## src/rtl/gf180_ram_pkg.sv

```systemverilog
// Shared types and constants for the gf180mcu 512x8 SRAM access path.
//   RAM_AW / RAM_DW : macro address / data widths
//   PRIO_RR / PRIO_FIXED : arbitration mode selectors
//   ram_req_t : one requester's access payload
//   rd_tag_t  : in-flight read tag (valid + returning port)
package gf180_ram_pkg;

    localparam int unsigned RAM_AW = 9;
    localparam int unsigned RAM_DW = 8;

    localparam int unsigned PRIO_RR    = 0;
    localparam int unsigned PRIO_FIXED = 1;

    typedef struct packed {
        logic              we;
        logic [RAM_AW-1:0] addr;
        logic [RAM_DW-1:0] wdata;
        logic [RAM_DW-1:0] wmask;
    } ram_req_t;

    typedef struct packed {
        logic vld;
        logic port;
    } rd_tag_t;

endpackage

```

## src/rtl/gf180_ram_rr_arb2.sv

```systemverilog
// Two-input arbiter with a round-robin pointer or fixed priority.
// Ports:
//   clk  : clock
//   rst  : synchronous active-high reset; blocks all grants while high
//   req  : request vector, bit i = port i
//   gnt  : one-hot grant, combinational from req in the same cycle
module gf180_ram_rr_arb2
    import gf180_ram_pkg::*;
#(
    parameter int unsigned PRIORITY_MODE = PRIO_RR
) (
    input  logic       clk,
    input  logic       rst,
    input  logic [1:0] req,
    output logic [1:0] gnt
);

    // ptr = 0 prefers port 0, ptr = 1 prefers port 1
    logic ptr;
    logic ptr_nxt;

    // Grant selection; the pointer only moves on a contested round-robin grant
    always_comb begin
        gnt     = 2'b00;
        ptr_nxt = ptr;
        if (!rst) begin
            case (req)
                2'b01: gnt = 2'b01;
                2'b10: gnt = 2'b10;
                2'b11: begin
                    if (PRIORITY_MODE == PRIO_FIXED) begin
                        gnt = 2'b01;
                    end else begin
                        gnt     = ptr ? 2'b10 : 2'b01;
                        ptr_nxt = ~ptr;
                    end
                end
                default: gnt = 2'b00;
            endcase
        end
    end

    // Round-robin pointer register
    always_ff @(posedge clk) begin
        if (rst) begin
            ptr <= 1'b0;
        end else begin
            ptr <= ptr_nxt;
        end
    end

endmodule

```

## src/rtl/gf180_ram_512x8_arbiter.sv

```systemverilog
// Shares one gf180mcu 512x8 SRAM macro between the management CPU (port 0)
// and the housekeeping/DMA path (port 1). One access per cycle; macro pins
// are driven combinationally from the winner, reads return two cycles later.
// Ports:
//   wb_clk_i, wb_rst_i               : clock, synchronous active-high reset
//   reqN_i/weN_i/addrN_i/wdataN_i/wmaskN_i : port N request payload
//   gntN_o                           : port N accepted this cycle (combinational)
//   rvalidN_o/rdataN_o               : port N read return (pulse / held data)
//   ram_cen_o/ram_gwen_o/ram_wen_o   : macro controls, active low
//   ram_a_o/ram_d_o/ram_q_i          : macro address, write data, read data
module gf180_ram_512x8_arbiter
    import gf180_ram_pkg::*;
#(
    parameter int unsigned PRIORITY_MODE = PRIO_RR,
    parameter int unsigned AW            = RAM_AW,
    parameter int unsigned DW            = RAM_DW
) (
    input  logic          wb_clk_i,
    input  logic          wb_rst_i,

    input  logic          req0_i,
    input  logic          we0_i,
    input  logic [AW-1:0] addr0_i,
    input  logic [DW-1:0] wdata0_i,
    input  logic [DW-1:0] wmask0_i,
    output logic          gnt0_o,
    output logic          rvalid0_o,
    output logic [DW-1:0] rdata0_o,

    input  logic          req1_i,
    input  logic          we1_i,
    input  logic [AW-1:0] addr1_i,
    input  logic [DW-1:0] wdata1_i,
    input  logic [DW-1:0] wmask1_i,
    output logic          gnt1_o,
    output logic          rvalid1_o,
    output logic [DW-1:0] rdata1_o,

    output logic          ram_cen_o,
    output logic          ram_gwen_o,
    output logic [DW-1:0] ram_wen_o,
    output logic [AW-1:0] ram_a_o,
    output logic [DW-1:0] ram_d_o,
    input  logic [DW-1:0] ram_q_i
);

    ram_req_t      req_p0;
    ram_req_t      req_p1;
    ram_req_t      win;
    logic [1:0]    gnt;
    logic          granted;

    logic [AW-1:0] a_q;
    logic [DW-1:0] d_q;

    rd_tag_t       tag_q;
    logic          rvalid0_q;
    logic          rvalid1_q;
    logic [DW-1:0] rdata0_q;
    logic [DW-1:0] rdata1_q;

    // Pack each port's request payload
    assign req_p0 = '{we: we0_i, addr: addr0_i, wdata: wdata0_i, wmask: wmask0_i};
    assign req_p1 = '{we: we1_i, addr: addr1_i, wdata: wdata1_i, wmask: wmask1_i};

    gf180_ram_rr_arb2 #(
        .PRIORITY_MODE (PRIORITY_MODE)
    ) u_arb (
        .clk (wb_clk_i),
        .rst (wb_rst_i),
        .req ({req1_i, req0_i}),
        .gnt (gnt)
    );

    assign gnt0_o  = gnt[0];
    assign gnt1_o  = gnt[1];
    assign granted = |gnt;
    assign win     = gnt[1] ? req_p1 : req_p0;

    // Macro drive; address and data park on the last granted values when idle
    always_comb begin
        ram_cen_o  = 1'b1;
        ram_gwen_o = 1'b1;
        ram_wen_o  = '1;
        ram_a_o    = a_q;
        ram_d_o    = d_q;
        if (granted) begin
            ram_cen_o  = 1'b0;
            ram_gwen_o = ~win.we;
            ram_a_o    = win.addr;
            ram_d_o    = win.wdata;
            if (win.we) begin
                ram_wen_o = ~win.wmask;
            end
        end
    end

    // Parking registers for macro address/data
    always_ff @(posedge wb_clk_i) begin
        if (wb_rst_i) begin
            a_q <= '0;
            d_q <= '0;
        end else if (granted) begin
            a_q <= win.addr;
            d_q <= win.wdata;
        end
    end

    // Read tag: marks which port owns the Q that appears in the next cycle
    always_ff @(posedge wb_clk_i) begin
        if (wb_rst_i) begin
            tag_q <= '0;
        end else begin
            tag_q.vld  <= granted & ~win.we;
            tag_q.port <= gnt[1];
        end
    end

    // Read return: capture Q into the tagged port only, pulse its rvalid
    always_ff @(posedge wb_clk_i) begin
        if (wb_rst_i) begin
            rvalid0_q <= 1'b0;
            rvalid1_q <= 1'b0;
            rdata0_q  <= '0;
            rdata1_q  <= '0;
        end else begin
            rvalid0_q <= tag_q.vld & ~tag_q.port;
            rvalid1_q <= tag_q.vld &  tag_q.port;
            if (tag_q.vld && !tag_q.port) begin
                rdata0_q <= ram_q_i;
            end
            if (tag_q.vld && tag_q.port) begin
                rdata1_q <= ram_q_i;
            end
        end
    end

    assign rvalid0_o = rvalid0_q;
    assign rvalid1_o = rvalid1_q;
    assign rdata0_o  = rdata0_q;
    assign rdata1_o  = rdata1_q;

endmodule

```

## config.mk

```make
export PLATFORM = sky130hd
export DESIGN_NAME = gf180_ram_512x8_arbiter
export DESIGN_NICKNAME = d
export VERILOG_FILES = /design/src/rtl/gf180_ram_pkg.sv /design/src/rtl/gf180_ram_rr_arb2.sv /design/src/rtl/gf180_ram_512x8_arbiter.sv
export SDC_FILE = /design/constraint.sdc
export NUM_CORES = 1
export LEC_CHECK = 0
export BUFFER_PORTS_ARGS = -buffer_cell sky130_fd_sc_hd__buf_2
export CELL_PAD_IN_SITES_DETAIL_PLACEMENT = 1
export CELL_PAD_IN_SITES_GLOBAL_PLACEMENT = 1
export CORE_MARGIN = 8
export CORE_UTILIZATION = 33
export CTS_CLUSTER_SIZE = 10
export DETAILED_ROUTE_END_ITERATION = 6
export PLACE_DENSITY = 0.83
export SLEW_MARGIN = 20
export SYNTH_ARGS = -nofsm -noshare
export SYNTH_HDL_FRONTEND = slang
export SYNTH_SLANG_ARGS = --single-unit
```

## constraint.sdc

```tcl
create_clock -name wb_clk_i -period 2.25 [get_ports wb_clk_i]
set_input_delay 0.45 -clock wb_clk_i [delete_from_list [all_inputs] [get_ports wb_clk_i]]
set_output_delay 0.45 -clock wb_clk_i [all_outputs]
set_load 0.02 [all_outputs]
```

# Word level (Yosys, flattened, before mapping)
# Index checks and enable logic that the tools add are counted.
# word_totals
out_inout_bits	47
register_bits	38
input_bits	64
word_cells	33
# classes
mux	10
bitwise_logic	7
eq_ne	3
n_reduce_logical	4
# ops
op	n
26-bit two-way mux	1
8-bit two-way mux	3
9-bit two-way mux	1
8-bit NOT	1
2-bit case mux with 3 select lines	1
2-bit == test (second input constant)	2
2-bit two-way mux	2
1-bit bitwise AND	3
1-bit NOT	3
2-bit by 1-bit == test with 1-bit output (second input constant)	1
1-bit logical AND	2
1-bit two-way mux	2
2-bit OR reduction	1
1-bit zero test	1

# Logic depth before layout (Yosys ltp)
# Gate-level depths: netlist (run 1).
# depth
ltp_word	7
mapped_depth	7
ltp_nobuf	3

# Modules after synthesis
# A second synthesis (run 1) with hierarchy kept.
# unflattened
hier_cells	227
hier_area_um2	1980.6
# modules_own_cells
mod	area_each_um2	seq_area_each_um2	n_inst	cells_each
gf180_ram_512x8_arbiter	1909.3	740.7	1	219
gf180_ram_rr_arb2	71.3	20.0	1	8

# Worst setup path after synthesis (run 1)
# No wires, ideal clock.
# synth_timing
kind	input port to output port
startpoint	input req1_i
endpoint	output ram_wen_o[5]
t_arrival_ns	1.470
required_ns	1.800
path_buffers	3
slack_ns	0.330
cell_stages	6
path_cell_list	buf_6 -> nor2b_4 -> buf_6 -> buf_6 -> and3_1 -> o211ai_1
# synth_between
elab_chain_cells	7
elab_cells_between_ends	10
classes_between	eq/ne: 3; mux: 5; bitwise: 1; reduce/logical: 1
# synth_lines
element	line	rtl
start: declaration	gf180_ram_512x8_arbiter.sv:30	input logic req1_i,
2-bit == test or 2-bit by 1-bit == test with 1-bit output (tied branches)	gf180_ram_rr_arb2.sv:27	case (req)
2-bit case mux with 3 select lines (*)	gf180_ram_rr_arb2.sv:27	
2-bit two-way mux (*)	gf180_ram_rr_arb2.sv:26	if (!rst) begin
26-bit two-way mux	gf180_ram_512x8_arbiter.sv:78	assign win = gnt[1] ? req_p1 : req_p0;
8-bit NOT	gf180_ram_512x8_arbiter.sv:93	ram_wen_o = ~win.wmask;
8-bit two-way mux	gf180_ram_512x8_arbiter.sv:92	if (win.we) begin
8-bit two-way mux (*)	gf180_ram_512x8_arbiter.sv:87	if (granted) begin
end: declaration	gf180_ram_512x8_arbiter.sv:41	output logic [DW-1:0] ram_wen_o,
# Every way passes the cells marked *; elsewhere a longest branch is shown, timed or not.

# Worst setup path after layout (run 1)
# layout_timing
startpoint	register u_arb.ptr
endpoint	output ram_wen_o[5]
# layout_between
elab_chain_cells	7
elab_cells_between_ends	8
classes_between	mux: 6; bitwise: 1; reduce/logical: 1
# layout_lines
element	line	rtl
start: declaration	gf180_ram_rr_arb2.sv:19	logic ptr;
start signal: assignment	gf180_ram_rr_arb2.sv:48	ptr <= ptr_nxt;
2-bit two-way mux (*)	gf180_ram_rr_arb2.sv:34	gnt = ptr ? 2'b10 : 2'b01;
2-bit case mux with 3 select lines (*)	gf180_ram_rr_arb2.sv:27	
2-bit two-way mux (*)	gf180_ram_rr_arb2.sv:26	
26-bit two-way mux	gf180_ram_512x8_arbiter.sv:78	
8-bit NOT	gf180_ram_512x8_arbiter.sv:93	
8-bit two-way mux	gf180_ram_512x8_arbiter.sv:92	
8-bit two-way mux (*)	gf180_ram_512x8_arbiter.sv:87	
# Marked as above.

==> results of run 1 <==
==> report_power, final <==
group          switching, mW  internal (mW)  total [mW]  leakage (nW)
clock network          0.255          0.473       0.728        0.0714
logic                  0.253          0.154       0.406         0.870
registers             0.0224          0.705       0.727         0.311
==> worst max-delay path: cells and delay by family (launching register included) <==
family                 cells  cell delay, ns
buffers and inverters      1            0.20
AO/OA/AOI/OAI              2            0.47
flip-flops                 1            0.42
AND/OR/NAND/NOR            1            0.27
==> worst max path at each step <==
stage / start / to / slack (ns) / depth (start not counted)
final: u_arb.ptr / ram_wen_o[5] / 0.14 / 4
after global placement: req0_i / ram_wen_o[1] / 0.22 / 5
after floorplan: req1_i / ram_wen_o[5] / 0.33 / 6
after global routing: u_arb.ptr / ram_a_o[6] / 0.03 / 5
after detailed placement: req0_i / ram_wen_o[5] / 0.16 / 5
after CTS: u_arb.ptr / ram_wen_o[5] / 0.06 / 4
==> per-layer routing <==
| layer | vias to the layer above | share of wire | track usage |
|---|---|---|---|
| met5 | - | 0 | 0 |
| met4 | 0 | 0.0049 | 0.0277 |
| met3 | 4 | 0.065 | 0.0464 |
| met2 | 73 | 0.49 | 0.292 |
| met1 | 1148 | 0.44 | 0.206 |
| li1 | 1146 | - | - |
==> per-stage QoR <==
stage	total power, mW	util	setup WS (ns)	instance area, µm²
2_1_floorplan	0.992	-	0.330	2010
3_3_place_gp	1.14	0.435	0.216	2580
3_5_place_dp	1.15	0.435	0.155	2580
4_1_cts	1.88	0.459	0.0579	2720
5_1_grt	1.95	0.460	0.0329	2730
6_report	1.86	0.460	0.136	2730
==> cell families (layout without fill, tap and decap cells) <==
family          Yosys count  in the layout  synth area share
compound gates           71             71             0.243
xor+xnor                  1              1           0.00435
buf+inv                  28            129            0.0876
flops                    38             38             0.378
simple gates            122            122             0.288
==> area by class of cell <==
| cell class | count | area, µm² | area share |
|---|---|---|---|
| Clock buffer | 6 | 82.6 | 0.0303 |
| Clock inverter | 2 | 60.1 | 0.0220 |
| Inverter | 1 | 3.75 | 0.00138 |
| Multi-Input combinational cell | 194 | 1090 | 0.399 |
| Sequential cell | 38 | 761 | 0.279 |
| Tap cell | 75 | 93.8 | 0.0344 |
| Timing Repair Buffer | 120 | 638 | 0.234 |
==> synth_stat cells <==
library cell / n
a211oi_1: 1
a21boi_0: 8
a21boi_1: 1
a21boi_4: 1
a21oi_1: 33
a32o_1: 1
a32oi_1: 17
and2_1: 3
and3_1: 8
buf_1: 3
buf_2: 12
buf_4: 5
buf_6: 5
clkbuf_1: 2
dfxtp_1: 38
inv_2: 1
nand2_1: 44
nand2b_1: 2
nand3_1: 59
nor2_1: 3
nor2_2: 1
nor2b_1: 1
nor2b_4: 1
o211ai_1: 8
o21bai_2: 1
xor2_1: 1
==> cells in the final DEF (no fill, tap or decap), drive strengths merged <==
master / count
a211oi: 1
a21boi: 10
a21oi: 33
a32o: 1
a32oi: 17
and2: 3
and3: 8
buf: 120
bufinv: 2
clkbuf: 6
dfxtp: 38
inv: 1
nand2: 44
nand2b: 2
nand3: 59
nor2: 4
nor2b: 2
o211ai: 8
o21bai: 1
xor2: 1
==> timing repair <==
item / CTS / global route
setup endpoints to repair: 8 / 20
resized for setup: 1 / 1
setup buffers: 0 / 0
==> sequential cells by signal (all words and copies together), names as in the netlist <==
signal / flops
a_q: 9
d_q: 8
rdata0_o: 8
rdata1_o: 8
rvalid0_o: 1
rvalid1_o: 1
tag_q: 2
u_arb.ptr: 1
==> flow_summary.json, run 1 <==
{
  "outcome": "finished clean",
  "rrSetupSlack_ns": 0.79,
  "stdcell_count": 436,
  "start_util": 0.340,
  "ys_types": 26,
  "grt_pass1_vias": 2396,
  "ant_nets": 0,
  "cts_tree": "built",
  "cts_max_level": 2,
  "worstSetupPathType": "register to output port",
  "vdd_drop_max_mv": 0.318,
  "fp.dieW_um": 94.1,
  "avgRoutedWirePerCell_um": 17.7,
  "worstPathCellList": "nand2b_4, a32o_2, o211ai_1, buf_2",
  "clock.fmax_mhz": 473,
  "end_kind": "output port",
  "leakage_nw": 1.25,
  "grt_overflow_total": 0,
  "worstPathArrival_ns": 1.66,
  "hold_end": "tag_q[1]",
  "fin_nets": 424,
  "grt_usage": 0.169,
  "rsz0062_at_grt": "false",
  "cts-root-buf": "clkbuf_8",
  "dp_cells": 428,
  "syn_to_final_growth_pct": 35.3,
  "clk_pin_slew_ns": 0.08,
  "drc": 0,
  "fp.dieArea_um2": 8860,
  "syn_area_per_cell_um2": 7.75,
  "synth.largest_area_cell": "dfxtp_1",
  "insertion_delay_ns": 0.29,
  "fillerInstances": 790,
  "routed_wl_mm": 7.71,
  "syn_inst": 260,
  "die_y_um": 94.1,
  "worstPathMaxFanout": 19,
  "core_um2": 5920,
  "holdPathStages": 2,
  "power.density_nw_per_um2": 683,
  "final_hold_viol_count": 0,
  "dp_hpwl_mm": 5.85,
  "rows": 28,
  "n_antenna_cell": 0,
  "fin_worst_skew_ns": 0.00730,
  "setup_viol": 0,
  "r2r_cells": 4,
  "r2r-end": "tag_q[1]",
  "drt_iter0_drc": 81,
  "final_max_slew_viol_count": 0,
  "antenna_found_initial": 0,
  "syn-num-nets": 324,
  "clkSinkCount": 38,
  "relSlewSlack": 0.476,
  "slowest_delay_ns": 0.42,
  "holdWs_ns": 0.377,
  "clockBufferDepth": 2,
  "cap_violations": 0,
  "drt_first_pass_iters": 4,
  "hold_start": "we1_i",
  "timing.final.crit_period_ns": 2.11,
  "period_share": 0.940,
  "pin_count": 111,
  "critPathLaunchType": "register",
  "yosysTopAreaCellShare": 0.378,
  "required_ns": 1.80,
  "ys_ff_latch": 38,
  "ctsHoldBuffers": 0,
  "gp_congestion": 0.806,
  "num_vias": 2371,
  "grt_pass1_wl_mm": 12.2,
  "via_per_inst": 5.44,
  "min_path_type": "input port to register",
  "ys_seq_area_frac": 0.378,
  "fin_setup_tns_ns": 0,
  "synthTopCellsByArea": "dfxtp_1, nand3_1, a21oi_1, nand2_1, a32oi_1",
  "reg2reg_from": "u_arb.ptr",
  "cpMaxStageDelayCell": "dfxtp_1",
  "yosys_warnings": 0,
  "grt_max_degree": 33,
  "tightest_slew_ns": 0.786,
  "tritoncts.num_buffers": 5,
  "syn-cell-area_um2": 2010,
  "drive_gt1_frac": 0.374,
  "io_buffer_count": 110
}
Power figures use the tool's default switching activity.
==> run 2, diff against run 1 <==
==> constraint.sdc (replaced) <==
create_clock -name wb_clk_i -period 2.25 [get_ports wb_clk_i]
set_input_delay 0.5625 -clock wb_clk_i [delete_from_list [all_inputs] [get_ports wb_clk_i]]
set_output_delay 0.5625 -clock wb_clk_i [all_outputs]
set_load 0.02 [all_outputs]
==> run 2 against run 1 <==
Highest routed layer unchanged. Flip-flop and latch count unchanged. Combinational power grew 7.4%. Sequential share of layout area shrank 0.86 points. Largest cell class unchanged.
==> flow_summary.json, run 2 (synthesis gave the netlist of run 1 again) <==
{
  "dp_hpwl_mm": 5.95,
  "top_usage_layer": "met2",
  "grt_pass1_wl_mm": 12.1,
  "power.internal_mw": 1.13,
  "regMostFlops": "a_q",
  "io_buffer_count": 110,
  "worstSetupPathType": "input port to output port",
  "cts_max_level": 2,
  "n_antenna_cell": 0,
  "grt_max_degree": 24,
  "leakage_nw": 1.30,
  "grt_overflow_total": 0,
  "cts-root-buf": "clkbuf_8",
  "avgRoutedWirePerCell_um": 16.9,
  "pin_count": 111,
  "insertion_delay_ns": 0.30,
  "drc": 0,
  "fp.dieArea_um2": 8860,
  "fp.dieW_um": 94.1,
  "worstPathArrival_ns": 1.63,
  "min_path_type": "register to register",
  "end_kind": "output port",
  "start_util": 0.340,
  "met3_usage": 0.0472,
  "tritoncts.num_buffers": 5,
  "pwr-share-clk": 0.297,
  "grt_usage": 0.168,
  "cpMaxStageDelayCell": "a21boi_4",
  "fillerInstances": 792,
  "holdWs_ns": 0.453,
  "power.density_nw_per_um2": 588,
  "layout_common_cells": "buf_2, nand3_1, nand2_1",
  "globalRouteMet1Util": 0.199,
  "clk_pin_slew_ns": 0.08,
  "num_vias": 2343,
  "relSlewSlack": 0.493,
  "antenna_found_initial": 0,
  "fin_worst_skew_ns": 0.00926,
  "use_met2": 0.281,
  "core_um2": 5920,
  "switching_power_uw": 519,
  "seqCellArea_um2": 761,
  "power_frac_seq": 0.440,
  "rows": 28,
  "outcome": "finished clean",
  "grt_pass1_vias": 2432,
  "critPathLaunchType": "input port",
  "die_y_um": 94.1,
  "final_common_cell": "buf_2",
  "cap_violations": 0,
  "power.total_mw": 1.65,
  "setup_viol": 0,
  "largest_register_ffs": 9,
  "timing.final.crit_period_ns": 2.20,
  "vdd_drop_max_mv": 0.296,
  "clkSinkCount": 38,
  "drt_first_pass_iters": 4,
  "final_hold_viol_count": 0,
  "combPwrFrac": 0.263,
  "clock.fmax_mhz": 455,
  "final_max_slew_viol_count": 0,
  "ant_nets": 0,
  "via_per_inst": 5.27,
  "drive_gt1_frac": 0.386,
  "period_share": 0.976,
  "drt_iter0_drc": 63,
  "gp_congestion": 0.717,
  "routed_wl_mm": 7.53,
  "multi_input_area_um2": 1090,
  "cts_tree": "built",
  "worstPathMaxFanout": 16,
  "tightest_slew_ns": 0.760,
  "fin_nets": 433,
  "syn_to_final_growth_pct": 39.6,
  "slowest_delay_ns": 0.20,
  "p_sw_frac": 0.314,
  "worstPathCellList": "buf_2, buf_12, a21boi_4, buf_8, nand3_1, nand3_1, buf_4",
  "crit_path_frequent_cell": "nand3_1",
  "required_ns": 1.69,
  "ctsHoldBuffers": 0,
  "clockBufferDepth": 2,
  "rsz0062_at_grt": "true"
}
[run 2: cell types whose count changed in the layout (fill, tap and decap cells not counted)]
| cell | before | now |
|---|---|---|
| bufinv_16 | 2 | 0 |
| buf_12 | 1 | 5 |
| buf_2 | 110 | 105 |
| clkinv_2 | 0 | 1 |
| buf_4 | 9 | 18 |
| buf_8 | 0 | 1 |
| clkbuf_1 | 0 | 1 |
[run 2: power by group through the flow]
stage / sequential (mW) / clock (mW) / combinational [mW]
global placement: 0.740 / 0 / 0.416
CTS: 0.727 / 0.506 / 0.433
finish: 0.727 / 0.491 / 0.436
floorplan: 0.747 / 0 / 0.245
global route: 0.731 / 0.532 / 0.475
detailed placement: 0.743 / 0 / 0.424
[run 2: worst paths after layout]
check / startpoint / to / slack [ns] / cells after the start
worst max-delay path: req1_i / ram_a_o[7] / 0.05 / 7
worst min-delay path: rdata0_o[1] / rdata0_o[1] / 0.45 / 2
worst max register to register: tag_q[1] / rdata0_o[1] / 0.91 / 3
worst min register to register: rdata0_o[1] / rdata0_o[1] / 0.45 / 2
[run 2: routing by layer]
layer | vias to the layer above | share of wire
met4 | 0 | 0.014
met3 | 10 | 0.064
met1 | 1107 | 0.44
met5 | - | 0
li1 | 1158 | -
met2 | 68 | 0.48
[run 2: cell type report]
class                           count  area share
Tap cell                           75      0.0334
Sequential cell                    38       0.271
Multi-Input combinational cell    194       0.386
Clock buffer                        7      0.0307
Timing Repair Buffer              129       0.276
Inverter                            1     0.00134
Clock inverter                      1     0.00178
[run 2: timing repair]
item / CTS / global route
setup endpoints to repair: 10 / 9
hold endpoints to repair: 0 / 0
resized for setup: 2 / 7
buffers inserted: 2 / 0
[run 2: critical path: cells and delay by family]
family	cells	cell delay [ns]
AOI/OAI and AO/OA	1	0.20
and+or+nand+nor	2	0.26
buffers and inverters	4	0.60
[run 2: stage by stage]
stage,setup slack (ns),area [µm²],TNS (ns),cells,utilization
final,0.0531,2810,0,445,0.475
after floorplan,0.105,2010,0,260,-
after detailed placement,-0.0122,2670,-0.0478,435,0.450
after CTS,0.0384,2790,0,445,0.471
after global placement,0.0373,2670,0,435,0.450
after global routing,-0.0226,2810,-0.0694,445,0.475
